### config.mk
export PLATFORM = sky130hd
export DESIGN_NAME = led_flow_ctrl
export DESIGN_NICKNAME = d
export VERILOG_FILES = /design/src/rtl/led_flow_pkg.sv /design/src/rtl/led_tick_gen.sv /design/src/rtl/led_flow_ctrl.sv
export SDC_FILE = /design/constraint.sdc
export NUM_CORES = 1
export LEC_CHECK = 0
export CORE_ASPECT_RATIO = 1.2
export CORE_MARGIN = 2
export CORE_UTILIZATION = 50
export DETAILED_ROUTE_END_ITERATION = 10
export GPL_TIMING_DRIVEN = 0
export PLACE_DENSITY_LB_ADDON = 0.15
export SLEW_MARGIN = 40
export SYNTH_ARGS = -nofsm -noshare
export SYNTH_HDL_FRONTEND = slang
export SYNTH_SLANG_ARGS = --single-unit
### constraint.sdc
create_clock -name sys_clk -period 2.9 [get_ports sys_clk]
set_input_delay 0.29 -clock sys_clk [delete_from_list [all_inputs] [get_ports sys_clk]]
set_output_delay 0.29 -clock sys_clk [all_outputs]
set_load 0.01 [all_outputs]
### src/rtl/led_flow_pkg.sv
// led_flow_pkg: shared mode encodings, counter width and load patterns for the LED flow controller.
package led_flow_pkg;

    localparam int CNT_W = 25;

    typedef enum logic [2:0] {
        MODE_OFF      = 3'd0,
        MODE_FLOW_L   = 3'd1,
        MODE_FLOW_R   = 3'd2,
        MODE_BLINK    = 3'd3,
        MODE_PINGPONG = 3'd4
    } mode_t;

    localparam logic [3:0] PAT_FLOW_L = 4'b0001;
    localparam logic [3:0] PAT_FLOW_R = 4'b1000;
    localparam logic [3:0] PAT_BLINK  = 4'b1111;

    function automatic logic [3:0] load_pat(mode_t m);
        return (m == MODE_FLOW_L || m == MODE_PINGPONG) ? PAT_FLOW_L :
               (m == MODE_FLOW_R)                       ? PAT_FLOW_R :
               (m == MODE_BLINK)                        ? PAT_BLINK  : 4'b0000;
    endfunction

endpackage

### src/rtl/led_tick_gen.sv
// led_tick_gen: step counter with speed-shifted terminal count, clear/hold inputs and a registered tick.
module led_tick_gen
    import led_flow_pkg::*;
#(
    parameter logic [CNT_W-1:0] TICK_MAX = 25'd7_999_999
) (
    input  logic       sys_clk,
    input  logic       rst_n,
    input  logic [1:0] speed,
    input  logic       clr,
    input  logic       hold,
    output logic       tick
);

    localparam logic [CNT_W:0] PERIOD = {1'b0, TICK_MAX} + 1'b1;

    logic [CNT_W:0]   period_s;
    logic [CNT_W-1:0] limit;
    logic [CNT_W-1:0] cnt_q, cnt_d;
    logic             tick_q, tick_d;
    logic             at_lim;

    assign period_s = PERIOD >> speed;
    assign limit    = CNT_W'(period_s - 1'b1);
    assign at_lim   = cnt_q == limit;

    // A clear outranks the terminal count, so a key press on LIMIT swallows that tick.
    always_comb begin
        cnt_d  = clr ? '0 : hold ? cnt_q : at_lim ? '0 : cnt_q + 1'b1;
        tick_d = !clr && !hold && at_lim;
    end

    always_ff @(posedge sys_clk or negedge rst_n) begin
        if (!rst_n) begin
            cnt_q  <= '0;
            tick_q <= 1'b0;
        end else begin
            cnt_q  <= cnt_d;
            tick_q <= tick_d;
        end
    end

    assign tick = tick_q;

endmodule

### src/rtl/led_flow_ctrl.sv
// led_flow_ctrl: key-driven LED pattern sequencer with four step rates and pause.
// Define LED_PINGPONG_EN to add the ping-pong bounce mode after BLINK.
module led_flow_ctrl
    import led_flow_pkg::*;
#(
    parameter logic [CNT_W-1:0] TICK_MAX = 25'd7_999_999
) (
    input  logic       sys_clk,
    input  logic       rst_n,
    input  logic       key_mode,
    input  logic       key_speed,
    input  logic       key_pause,
    output logic [3:0] led,
    output logic [2:0] mode,
    output logic       tick,
    output logic       paused
);

    mode_t      mode_q, mode_d, mode_nxt;
    logic [3:0] led_q, led_d, led_step;
    logic [1:0] speed_q, speed_d;
    logic       paused_q, paused_d;
    logic       step;

`ifdef LED_PINGPONG_EN
    logic dir_q, dir_d;
    logic going_up;

    // Bounce turns around at either end of the bank.
    assign going_up = dir_q ? (led_q != 4'b1000) : (led_q == 4'b0001);
    assign mode_nxt = (mode_q == MODE_PINGPONG) ? MODE_OFF : mode_t'(mode_q + 3'd1);
`else
    assign mode_nxt = (mode_q == MODE_BLINK) ? MODE_OFF : mode_t'(mode_q + 3'd1);
`endif

    always_comb begin
        led_step = led_q;
        case (mode_q)
            MODE_FLOW_L:   led_step = {led_q[2:0], led_q[3]};
            MODE_FLOW_R:   led_step = {led_q[0], led_q[3:1]};
            MODE_BLINK:    led_step = ~led_q;
`ifdef LED_PINGPONG_EN
            MODE_PINGPONG: led_step = going_up ? led_q << 1 : led_q >> 1;
`endif
            default:       led_step = led_q;
        endcase
    end

    // A tick arriving as pause engages is dropped rather than stepped.
    always_comb begin
        paused_d = key_mode ? 1'b0 : paused_q ^ key_pause;
        speed_d  = speed_q + {1'b0, key_speed};
        mode_d   = key_mode ? mode_nxt : mode_q;
        step     = tick && !paused_d;
        led_d    = key_mode ? load_pat(mode_nxt) : step ? led_step : led_q;
`ifdef LED_PINGPONG_EN
        dir_d    = key_mode ? 1'b1 : (step && mode_q == MODE_PINGPONG) ? going_up : dir_q;
`endif
    end

    always_ff @(posedge sys_clk or negedge rst_n) begin
        if (!rst_n) begin
            mode_q   <= MODE_OFF;
            led_q    <= 4'b0000;
            speed_q  <= 2'd0;
            paused_q <= 1'b0;
`ifdef LED_PINGPONG_EN
            dir_q    <= 1'b1;
`endif
        end else begin
            mode_q   <= mode_d;
            led_q    <= led_d;
            speed_q  <= speed_d;
            paused_q <= paused_d;
`ifdef LED_PINGPONG_EN
            dir_q    <= dir_d;
`endif
        end
    end

    led_tick_gen #(.TICK_MAX(TICK_MAX)) u_tick (
        .sys_clk (sys_clk),
        .rst_n   (rst_n),
        .speed   (speed_q),
        .clr     (key_mode | key_speed),
        .hold    (paused_d),
        .tick    (tick)
    );

    assign led    = led_q;
    assign mode   = mode_q;
    assign paused = paused_q;

endmodule

==> impl_metrics.csv, run 1 <==
group,metric,value,unit
status,run_status,"finished, final reports clean",
synthesis,synth_nets,285,
synthesis,ys_ff_latch,36,
detailed_routing,wirelength,5.47,mm
timing,final_max_slew_viol_count,0,
cells_and_area,drive_above_1_share,9.12,%
synthesis,synth_area,2440,um2
synthesis,synth_mux_area_share,0.821,%
detailed_routing,drc_errors,0,
clock_network,cts_tree,"built",
clock_network,max-clock-path-buffers,2,
floorplan,die_w,67.7,um
worst_hold_path,worst_hold_path_type,"in2async",
clock_network,numCtsBuffers,5,
timing,finalCritPeriodShare,91.0,%
detailed_routing,ant_nets,0,
critical_path,cp_top_family,"compound AO/OA/AOI/OAI gates",
clock_network,numClockSinks,36,
clock_network,clkTransAtPathRegs,0.08,ns
timing,period_minus_slack,2.64,ns
synthesis,yosysSeqAreaShare,37.0,%
critical_path,r2r-end,"u_tick.cnt_q[11]",
synthesis,yosys_warnings,0,
critical_path,path_buf_inv,3,
cells_and_area,multi_input_comb_area,1430,um2
critical_path,slowest_stage,"dfrtp_2",
global_route,grt_pass1_vias,1952,
floorplan,start_util,52.7,%
clock_network,cts_setup_buffers,0,
detailed_routing,vias,2040,
synthesis,syn_area_per_cell,9.27,um2
synthesis,synth_edf_count,0,
detailed_routing,wl_per_cell,16.0,um
detailed_routing,drtPass1Iterations,4,
power_and_ir_drop,power_leakage,1.11,nW
synthesis,synth_area_leaders,"dfrtp_1 37%, ha_1 8.7%, nand2_1 5.5%, nand3_1 5.1%, o311ai_0 5.0%",
timing,rsz0062_at_grt,"no",
cells_and_area,final_util,59.8,%
detailed_routing,drt_iter0_drc,81,
global_route,grt_max_degree,37,
timing,finalHoldViolations,0,
cells_and_area,regArea,903,um2
critical_path,r2r_slack,0.26,ns
synthesis,synth_fa_ha_area_share,8.73,%
global_route,grt_pass1_wl,9.34,mm
synthesis,synth_cells,263,
placement,routabilityCongestion,0.915,
synthesis,synth_top_area_share,37.0,%
placement,place_ws,0.162,ns
synthesis,yosysTopAreaCell,"dfrtp_1",
timing,fin_setup_tns,0,ns
timing,worst_slack,0.261,ns
synthesis,yosysUniqueCellTypes,50,
global_route,antenna_found_initial,0,
floorplan,die_area,5450,um2
floorplan,coreArea,4630,um2
synthesis,synthXorXnorAreaFrac,5.39,%
floorplan,ios,14,
critical_path,cp-end-kind,"flip-flop",
timing,maxSlewHeadroom,53.3,%
global_route,overflow,0,
cells_and_area,n_antenna_cell,0,
floorplan,rows,27,
clock_network,htree_num_levels,2,
placement,port_buffers,13,
placement,dp_hpwl,3.92,mm
clock_network,cts_root_buf,"clkbuf_8",
power_and_ir_drop,ir_drop,0.000263,V
critical_path,worstPathRequired,3.05,ns
timing,worst_slew_pin_slew,0.699,ns
critical_path,reg2regPathDepth,11,
critical_path,critPathMaxStageDelay,0.48,ns
floorplan,die_h,80.5,um
detailed_routing,vias_per_cell,5.95,
power_and_ir_drop,power.density,619,nW/um2
synthesis,synth-compound-area-share,19.1,%
cells_and_area,nFillCells,415,
synthesis,synthArstFlopShare,100,%
critical_path,worst_ep_arrival_time,2.79,ns
critical_path,crit_chain,"inv_1 > ha_1 > inv_1 > ha_1 > xnor2_1 > nor4_2 > nand4_1 > o41a_1 > nand2_1 > clkbuf_4 > o311ai_0",
clock_network,worst_skew_pair.late_latency,0.29,ns
critical_path,critical_path_class,"reg2reg",
timing,max_freq,379,MHz
synthesis,synthSimpleGateAreaFrac,24.5,%
cells_and_area,fin_nets,306,
timing,finClkSkew,0.00772,ns
synthesis,netlist_top_cells_count,"36 x dfrtp_1, 36 x nand2_1, 25 x nand3_1, 17 x ha_1",
timing,whs,0.500,ns
critical_path,crit_fanout,10,
power_and_ir_drop,total_power,1.71,mW
timing,setup_viol,0,
synthesis,synth_top_family_by_area,"simple AND/OR/NAND/NOR gates",
critical_path,r2r-start,"speed_q[0]",
flow_run,drv_cap,0,
critical_path,worst_setup_path_start_kind,"flip-flop",
synthesis,synth-main-ff-cell,"dfrtp_1",
global_route,grt.total_usage,22.7,%
cells_and_area,area_delta_synth_final,13.5,%
state kept, by name (all words and copies together), names as in the netlist:
register      count
led               4
mode              3
u_tick.tick       1
speed_q           2
u_tick.cnt_q     25
paused            1
how the worst max path moves through the flow:
stage                    start                to  slack, ns  depth (start not counted)
global placement    speed_q[0]  u_tick.cnt_q[12]       0.20                         11
finish              speed_q[0]  u_tick.cnt_q[11]       0.26                         11
detailed placement  speed_q[0]  u_tick.cnt_q[11]       0.16                         11
CTS                 speed_q[0]  u_tick.cnt_q[11]       0.17                         11
floorplan           speed_q[0]   u_tick.cnt_q[6]       0.50                          8
global route        speed_q[0]  u_tick.cnt_q[10]       0.02                         11
cells in the final DEF, fill, tap and decap left out, types with 8 or more instances in the layout:
cell	n
nand2_1	36
dfrtp_1	34
o21ai_0	11
inv_1	14
ha_1	17
nand4_1	8
nand3_1	25
nor2_1	13
clkdlybuf4s50_1	12
o311ai_0	14
nor3_1	8
xor2_1	9
worst register-to-register path: stages (launching register included):
cell      delay, ns
dfrtp_2        0.48
inv_1          0.17
ha_1           0.16
inv_1          0.04
ha_1           0.28
xnor2_1        0.15
nor4_2         0.15
nand4_1        0.15
o41a_1         0.36
nand2_1        0.16
clkbuf_4       0.26
o311ai_0       0.15
area by class of cell:
type,instances,share of cell area (%)
Buffer,8,2.26
Timing Repair Buffer,14,4.98
Inverter,14,1.90
Tap cell,58,2.62
Clock inverter,3,1.54
Clock buffer,5,2.49
Multi-Input combinational cell,205,51.6
Sequential cell,36,32.7
what timing repair did:
item | CTS | global route
hold endpoints to repair | 36 | 0
hold buffers | 1 | 0
resized for setup | 0 | 4
endpoints found under the setup margin | 0 | 19
power by group:
group	switching [mW]	internal [mW]	leakage, nW
sequential	0.0857	0.555	0.483
combinational	0.341	0.285	0.574
clock	0.192	0.254	0.0541
total	0.618	1.09	1.11
cells by family after synthesis:
family,after synthesis
AOI/OAI and AO/OA,55
xor gates and xnor gates,15
adders and majority gates,17
buffers and inverters,22
DFF,36
muxes,2
and+or+nand+nor,116
per-stage QoR:
stage | instances | cell area, um2
floorplan | 263 | 2440
finish | 343 | 2770
detailed placement | 334 | 2640
global placement | 334 | 2640
CTS | 343 | 2760
global route | 343 | 2770
per-layer routing:
| layer | vias up | global-route usage [%] | wire length, um |
|---|---|---|---|
| li1 | 1014 | - | - |
| met1 | 985 | 29.8 | 2530 |
| met2 | 34 | 37.7 | 2680 |
| met3 | 7 | 3.92 | 204 |
| met4 | 0 | 6.12 | 63 |
| met5 | - | 0 | 0 |
No activity file was read; power rests on OpenSTA's default activity.
==> inputs of run 2 (changes only) <==
- PLACE_DENSITY: unset -> 0.69
- PLACE_DENSITY_LB_ADDON: 0.15 -> unset
==> impl_metrics.csv, run 2 (synthesized netlist as in run 1, its figures left out) <==
group,metric,value,unit
status,run_status,"finished, final reports clean",
critical_path,cp-end-kind,"flip-flop",
placement,port_buffers,13,
power_and_ir_drop,power.density,622,nW/um2
timing,rsz0062_at_grt,"yes",
cells_and_area,n_antenna_cell,0,
cells_and_area,drive_above_1_share,9.12,%
cells_and_area,layout_commonest_cell,"nand2_1",
cells_and_area,nFillCells,406,
clock_network,clkTransAtPathRegs,0.08,ns
floorplan,coreArea,4630,um2
power_and_ir_drop,total_power,1.72,mW
placement,dp_hpwl,3.99,mm
critical_path,critical_path_class,"reg2reg",
detailed_routing,wl_per_cell,16.0,um
clock_network,cts_root_buf,"clkbuf_8",
global_route,grt_pass1_wl,9.47,mm
clock_network,worst_skew_pair.late_latency,0.30,ns
detailed_routing,vias,2077,
cells_and_area,largest_reg_flops,25,
cells_and_area,area_delta_synth_final,13.4,%
floorplan,die_area,5450,um2
clock_network,max-clock-path-buffers,2,
global_route,grt_max_degree,37,
timing,fin_setup_tns,0,ns
flow_run,drv_cap,0,
cells_and_area,largest_register,"u_tick.cnt_q",
detailed_routing,wirelength,5.48,mm
critical_path,worstPathRequired,3.05,ns
clock_network,numClockSinks,36,
critical_path,worst_ep_arrival_time,2.80,ns
clock_network,numCtsBuffers,5,
timing,worst_slew_pin_slew,0.723,ns
detailed_routing,drt_iter0_drc,97,
timing,finalHoldViolations,0,
cells_and_area,layout_common_cells,"36 x nand2_1, 34 x dfrtp_1, 25 x nand3_1",
timing,max_freq,378,MHz
detailed_routing,vias_per_cell,6.06,
timing,finalCritPeriodShare,91.3,%
power_and_ir_drop,ir_drop,0.000390,V
clock_network,htree_num_levels,2,
timing,maxSlewHeadroom,51.6,%
global_route,overflow,0,
floorplan,start_util,52.7,%
global_route,antenna_found_initial,0,
timing,period_minus_slack,2.65,ns
timing,finClkSkew,0.00568,ns
cells_and_area,fin_nets,306,
timing,final_max_slew_viol_count,0,
worst_hold_path,worst_hold_path_type,"in2async",
clock_network,cts_setup_buffers,0,
placement,routabilityCongestion,0.912,
floorplan,rows,27,
critical_path,worst_setup_path_start_kind,"flip-flop",
detailed_routing,drc_errors,0,
floorplan,die_w,67.7,um
global_route,grt.total_usage,23.1,%
detailed_routing,drtPass1Iterations,4,
power_and_ir_drop,power_leakage,1.11,nW
clock_network,cts_tree,"built",
timing,setup_viol,0,
detailed_routing,ant_nets,0,
floorplan,ios,14,
critical_path,crit_fanout,10,
global_route,grt_pass1_vias,1937,
floorplan,die_h,80.5,um
==> run 2: cell types whose count changed in the layout (fill, tap and decap cells not counted) <==
cell | before | now
buf_2 | 0 | 1
clkbuf_4 | 2 | 1
==> run 2: where the power goes <==
part           internal (mW)  switching (mW)  leakage [nW]  total (mW)
clock                  0.254           0.196        0.0541       0.450
sequential             0.555          0.0846         0.483       0.640
combinational          0.284           0.346         0.573       0.629
total                   1.09           0.626          1.11        1.72
==> run 2: layout make-up <==
cell class | count | area, um2 | area share, %
Clock buffer | 5 | 68.8 | 2.49
Multi-Input combinational cell | 205 | 1430 | 51.6
Tap cell | 58 | 72.6 | 2.63
Sequential cell | 36 | 903 | 32.7
Timing Repair Buffer | 14 | 138 | 4.98
Inverter | 14 | 52.6 | 1.90
Buffer | 8 | 60.1 | 2.17
Clock inverter | 3 | 42.5 | 1.54
==> run 2: path summary, 6_finish.rpt <==
path / endpoint / cells past startpoint / startpoint / slack, ns
setup / recovery: u_tick.cnt_q[20] / 11 / speed_q[0] / 0.25
hold / removal: paused / 2 / rst_n / 0.50
setup reg to reg: u_tick.cnt_q[20] / 11 / speed_q[0] / 0.25
hold reg to reg: u_tick.cnt_q[2] / 1 / u_tick.cnt_q[2] / 0.55
max in group asynchronous: speed_q[0] / 2 / rst_n / 2.05
min in group sys_clk: u_tick.cnt_q[2] / 1 / u_tick.cnt_q[2] / 0.55
==> run 2: what timing repair did <==
item / in CTS / in global routing
gates resized for setup: 0 / 3
hold buffers: 1 / 0
hold endpoints to repair: 36 / 0
setup endpoints to repair: 0 / 20
==> run 2: metal layers <==
metal / wire [um] / up-vias / track usage [%]
met5: 0 / - / 0
met4: 65 / 0 / 7.55
met3: 193 / 6 / 4.20
met2: 2700 / 41 / 38.5
met1: 2520 / 1018 / 29.5
li1: - / 1012 / -
==> run 2: critical path, stage by stage, from the launching register on <==
cell      delay [ns]
dfrtp_2         0.48
inv_1           0.16
ha_1            0.16
inv_1           0.04
ha_1            0.27
xnor2_1         0.15
nor4_2          0.14
nand4_1         0.14
o41a_1          0.36
nand2_1         0.16
buf_2           0.27
o311ai_0        0.17
==> run 2: metrics by stage <==
| step | hold WS (ns) | instances | area (um2) | util (%) | worst slack, ns |
|---|---|---|---|---|---|
| CTS | 0.506 | 343 | 2760 | 59.6 | 0.162 |
| global route | 0.543 | 343 | 2760 | 59.7 | -0.0216 |
| detailed placement | 0.284 | 334 | 2640 | 57.0 | 0.171 |
| global placement | 0.527 | 334 | 2640 | 57.0 | 0.206 |
| finish | 0.496 | 343 | 2760 | 59.7 | 0.251 |
| floorplan | -0.00559 | 263 | 2440 | - | 0.497 |
==> inputs of run 3 (changes only) <==
- CAP_MARGIN: unset -> 5
- CTS_BUF_LIST: unset -> sky130_fd_sc_hd__clkbuf_4 sky130_fd_sc_hd__clkbuf_8
==> results of run 3 <==
Final layout, timing and power as in run 2 (identical DEF).
